File: config.mk
export PLATFORM = sky130hd
export DESIGN_NAME = iob_merge_arb
export DESIGN_NICKNAME = d
export VERILOG_FILES = /design/src/rtl/iob_merge_arb.sv
export SDC_FILE = /design/constraint.sdc
export NUM_CORES = 1
export LEC_CHECK = 0
export BUFFER_PORTS_ARGS = -buffer_cell sky130_fd_sc_hd__clkbuf_2
export CELL_PAD_IN_SITES_DETAIL_PLACEMENT = 1
export CELL_PAD_IN_SITES_GLOBAL_PLACEMENT = 2
export CORE_ASPECT_RATIO = 1.5
export CORE_MARGIN = 1
export CORE_UTILIZATION = 12
export CTS_CLUSTER_SIZE = 14
export DETAILED_ROUTE_END_ITERATION = 8
export GPL_TIMING_DRIVEN = 0
export PLACE_DENSITY = 0.8
export SETUP_SLACK_MARGIN = 0.1
export SLEW_MARGIN = 20
export SYNTH_ARGS = -nofsm -noshare
export SYNTH_HDL_FRONTEND = slang
export SYNTH_SLANG_ARGS = --single-unit
File: constraint.sdc
create_clock -name clk -period 1.57 [get_ports clk]
set_input_delay 0.0785 -clock clk [delete_from_list [all_inputs] [get_ports clk]]
set_output_delay 0.0785 -clock clk [all_outputs]
set_load 0.03 [all_outputs]
File: src/rtl/iob_merge_arb.sv
// Merges N_MASTERS request/response ports onto one slave port, fixed-priority or round-robin.
// Zero added latency; no buffering, so a master holds its request until its routed ready returns.
module iob_merge_arb #(
   parameter  int N_MASTERS = 2,
   parameter  int DATA_W    = 32,
   parameter  int ADDR_W    = 32,
   parameter  int ARB_MODE  = 1,
   localparam int REQ_W     = 1 + ADDR_W + DATA_W + DATA_W/8,
   localparam int RESP_W    = DATA_W + 1,
   localparam int IDX_W     = (N_MASTERS > 1) ? $clog2(N_MASTERS) : 1
) (
   input  logic                        clk,
   input  logic                        rst,
   input  logic [N_MASTERS*REQ_W-1:0]  m_req,
   output logic [N_MASTERS*RESP_W-1:0] m_resp,
   output logic [REQ_W-1:0]            s_req,
   input  logic [RESP_W-1:0]           s_resp,
   output logic [N_MASTERS-1:0]        m_grant,
   output logic                        busy
);

   typedef struct packed {
      logic                  valid;
      logic [ADDR_W-1:0]     addr;
      logic [DATA_W-1:0]     wdata;
      logic [DATA_W/8-1:0]   wstrb;
   } req_t;

   typedef struct packed {
      logic [DATA_W-1:0]     rdata;
      logic                  ready;
   } resp_t;

   typedef enum logic {IDLE, BUSY} state_t;

   localparam logic [IDX_W-1:0] LAST_RST = IDX_W'(N_MASTERS - 1);

   state_t               state;
   logic [IDX_W-1:0]     gnt;
   logic [IDX_W-1:0]     last;

   req_t                 req_arr [N_MASTERS];
   logic [N_MASTERS-1:0] req_vld;
   resp_t                resp_in;
   logic                 s_ready;
   logic                 any_vld;
   logic [IDX_W-1:0]     win;
   logic [IDX_W-1:0]     cand;
   logic                 found;
   logic [IDX_W-1:0]     cur;
   logic                 act;

   always_comb begin
      for (int k = 0; k < N_MASTERS; k++) begin
         req_arr[k] = req_t'(m_req[k*REQ_W +: REQ_W]);
         req_vld[k] = req_arr[k].valid;
      end
   end

   assign resp_in = resp_t'(s_resp);
   assign s_ready = resp_in.ready;
   assign any_vld = |req_vld;

   // Fixed mode scans upward so the highest valid index is the last to overwrite win.
   always_comb begin
      win   = '0;
      cand  = '0;
      found = 1'b0;
      if (ARB_MODE == 0) begin
         for (int k = 0; k < N_MASTERS; k++) begin
            if (req_vld[k]) begin
               win = IDX_W'(k);
            end
         end
      end else begin
         for (int i = 1; i <= N_MASTERS; i++) begin
            cand = IDX_W'((int'(last) + i) % N_MASTERS);
            if (!found && req_vld[cand]) begin
               win   = cand;
               found = 1'b1;
            end
         end
      end
   end

   // While BUSY the grant is locked to gnt, even if that master has dropped valid.
   assign cur = (state == BUSY) ? gnt : win;
   assign act = !rst && ((state == BUSY) || any_vld);

   always_comb begin
      s_req   = '0;
      m_resp  = '0;
      m_grant = '0;
      if (act) begin
         s_req                            = req_arr[cur];
         m_resp[int'(cur)*RESP_W +: RESP_W] = s_resp;
         m_grant[cur]                     = 1'b1;
      end
   end

   assign busy = (state == BUSY) && !rst;

   always_ff @(posedge clk) begin
      if (rst) begin
         state <= IDLE;
         gnt   <= '0;
         last  <= LAST_RST;
      end else begin
         case (state)
            IDLE: begin
               if (any_vld) begin
                  if (s_ready) begin
                     last <= win;
                  end else begin
                     state <= BUSY;
                     gnt   <= win;
                  end
               end
            end
            BUSY: begin
               if (s_ready) begin
                  state <= IDLE;
                  last  <= gnt;
               end
            end
            default: state <= IDLE;
         endcase
      end
   end

endmodule

==> run summary <==
Routed Antenna Nets: 0
detailed router's first-iteration violation count: 82
DRC Markers: 0
TritonCTS Buffers: 3
number of antenna cells inserted: 0
GR Layer Usage met1: 14.72%
post-synth top area share: 27.30%
cells along the critical path: nor2b_4, a31oi_4, buf_12, buf_12, buf_12, o32ai_4, clkbuf_8
clk sinks: 3
period utilisation layout: 117.5%
first-pass GRT wire length: 23270 um
number of enable-type register cells in the synthesized netlist: 0
TritonCTS clock tree: done
Initial Utilization: 12.28%
count of input and output buffers: 309
vias in the first global route: 4341
nets in the synthesized netlist: 512
RSZ-0062 raised after global routing: yes
vias per cell: 4.442
met2 global-route usage: 33.15%
type of the most critical hold path: in2reg
Final TNS setup: -24.80 ns
Setup Skew: 0.001554 ns
Die Width: 112.9 um
area of the core region: 18020 um2
count of distinct cell types in the synthesized netlist: 22
FF-to-FF Start: last
startpoint of the worst hold path: s_resp[0]
setup slack after placement: -0.5194 ns
antenna violations before repair: 0
worst-case clock buffer depth: 2
maximum number of pins on one net before global-route repair: 11
Critical Path Fanout Max: 10
number of nets in the layout: 838
leading post-synthesis cells by cell area: o32ai_1, nand2b_1, nor3b_1
switching share of power: 47.00%
clock latency on the worst-skew pair: 0.22 ns
I/O pin total: 311
power per cell area: 459.3 nW/um2
peak-usage layer in the global routing report: met2
Slew Limit Fails: 0
Data arrival, critical path: 1.77 ns
leakage power: 0.003129 uW
Row Count: 60
Worst setup EP type: output pin
kind of start point of the critical path: flip-flop
Layout area overhead: 220.9%
max-cap check violation count: 0
Flop pwr share: 2.7%
minimum clock period after layout: 1.844 ns
share of async-settable or async-resettable flops after synthesis: 0%
post-detailed-placement half-perimeter wirelength: 12360 um
critical path buffer and inverter count: 4
DIE AREA: 19000 um2
cell seen most often among critical-path stages: buf_12
peak supply drop: 0.2433 mV
layout cell share with drive strength beyond 1: 74.40%
post-synthesis cell area: 2213 um2
remaining global-route overflow: 0
delay contributed by the slowest stage of the critical path: 0.37 ns
# hold bufs at CTS: 0
cell types with the highest counts after synthesis: inv_1, nand2b_1, o32ai_1
largest area contributor in the netlist: o32ai_1
Fin. Hold Viols: 0
Comb power frac: 84.8%
upper clock frequency limit: 0.5422 GHz
Routed wire per std cell: 17.88 um
Pint: 1729 uW
data required time of the worst path: 1.49 ns
number of setup violations in the final report: 137
mean cell area of the mapped netlist: 6.529 um2
post-synthesis cell count: 339
routing usage on met3: 3.420%
DR vias: 3913
part of the Yosys area used for sequential elements: 2.713%
critical path's top delay family: buffers and inverters
net switching power: 1533 uW
smallest setup slack after layout: -0.2744 ns
GRT Util Overall: 15.50%
Layout fillers: 2030
Worst-Margin Slew: 1.049 ns
routability congestion estimate from global placement: 0.7550
synth warn: 0
register bit total from synthesis: 3
Primary FF master, synth: dfxtp_1
violations in the final reports: setup timing
run status: finished with violations
vertical extent of the die: 168.3 um
clock network fraction of total power: 12.5%
Routed WL: 15750 um
H-Tree Depth: 1
cell type of the slowest stage on the worst timing path: dfxtp_4
clock transition at the registers of the reported paths: 0.03 ns
cell chosen for the clock root: clkbuf_16
headroom to the max-slew limit: 30.05%
Detailed Routing Iterations Pass 1: 4
start-to-end type of the worst setup path: reg2out
start point of the critical path: state
-- through the flow --
step / power [uW] / utilization [%] / instance area, um2 / hold WS (ns) / cells
CTS: 3039 / 36.03 / 6492 / 0.1034 / 875
finish: 3262 / 39.42 / 7102 / 0.09861 / 881
global placement: 2160 / 29.63 / 5339 / 0.3307 / 865
floorplan: 1559 / - / 3521 / 0.1479 / 339
global route: 3417 / 39.42 / 7102 / 0.1274 / 881
detailed placement: 2184 / 29.72 / 5354 / 0.3348 / 866
-- worst paths after layout --
check              end  slack, ns  depth (start not counted)
max reg2reg       last       0.61                          3
min              state        0.1                          2
max          s_req[37]      -0.27                          7
min reg2reg       last       0.48                          1
-- power by group through the flow --
| stage | sequential (uW) | clock, uW | combinational [uW] |
|---|---|---|---|
| 2_1_floorplan | 87.2 | 0 | 1470 |
| 3_3_place_gp | 88.4 | 0 | 2070 |
| 4_1_cts | 88.1 | 413 | 2540 |
| 5_1_grt | 89.3 | 421 | 2910 |
| 6_report | 88.6 | 406 | 2770 |
| 3_5_place_dp | 88.6 | 0 | 2100 |
-- final cells by class --
class / instances / area, um2 / area share [%]
Multi-Input combinational cell: 221 / 3253 / 45.81
Sequential cell: 3 / 65.06 / 0.9161
Timing Repair Buffer: 321 / 2649 / 37.30
Tap cell: 217 / 271.5 / 3.823
Clock buffer: 4 / 78.83 / 1.110
Inverter: 70 / 262.8 / 3.700
Buffer: 45 / 521.8 / 7.347
-- flip-flops by register name (all words and copies together) (netlist names) --
| signal | count |
|---|---|
| gnt | 1 |
| state | 1 |
| last | 1 |
-- per-layer routing --
layer  up-vias  part of all wire (%)
met3        13                   7.6
met5         -                     0
li1       1861                     -
met1      1834                    32
met4         0                   1.1
met2       205                    59
-- logic make-up (layout without fill, tap and decap cells) --
| kind of cell | count (synthesis) | in the layout | synth area share (%) |
|---|---|---|---|
| simple gates | 145 | 145 | 46.64 |
| compound gates | 76 | 76 | 29.79 |
| buf+inv | 115 | 440 | 20.86 |
| flops | 3 | 3 | 2.714 |
-- placed cells by master, fill, tap and decap left out, drive strengths merged, types with 2 or more instances in the layout --
master  Yosys  final
buf        20    112
clkbuf     25    258
dfxtp       3      3
inv        70     70
nand2b     70     70
nor2        4      4
nor3        2      2
nor3b      65     65
o21ai       2      2
o32ai      69     69
-- what timing repair did --
action                                  in CTS  in global routing
gates cloned                                 3                  3
resized for setup                          244                234
pin swaps                                    2                  4
endpoints found under the setup margin     137                138
setup buffers                                2                  3
Power figures use the tool's default switching activity.
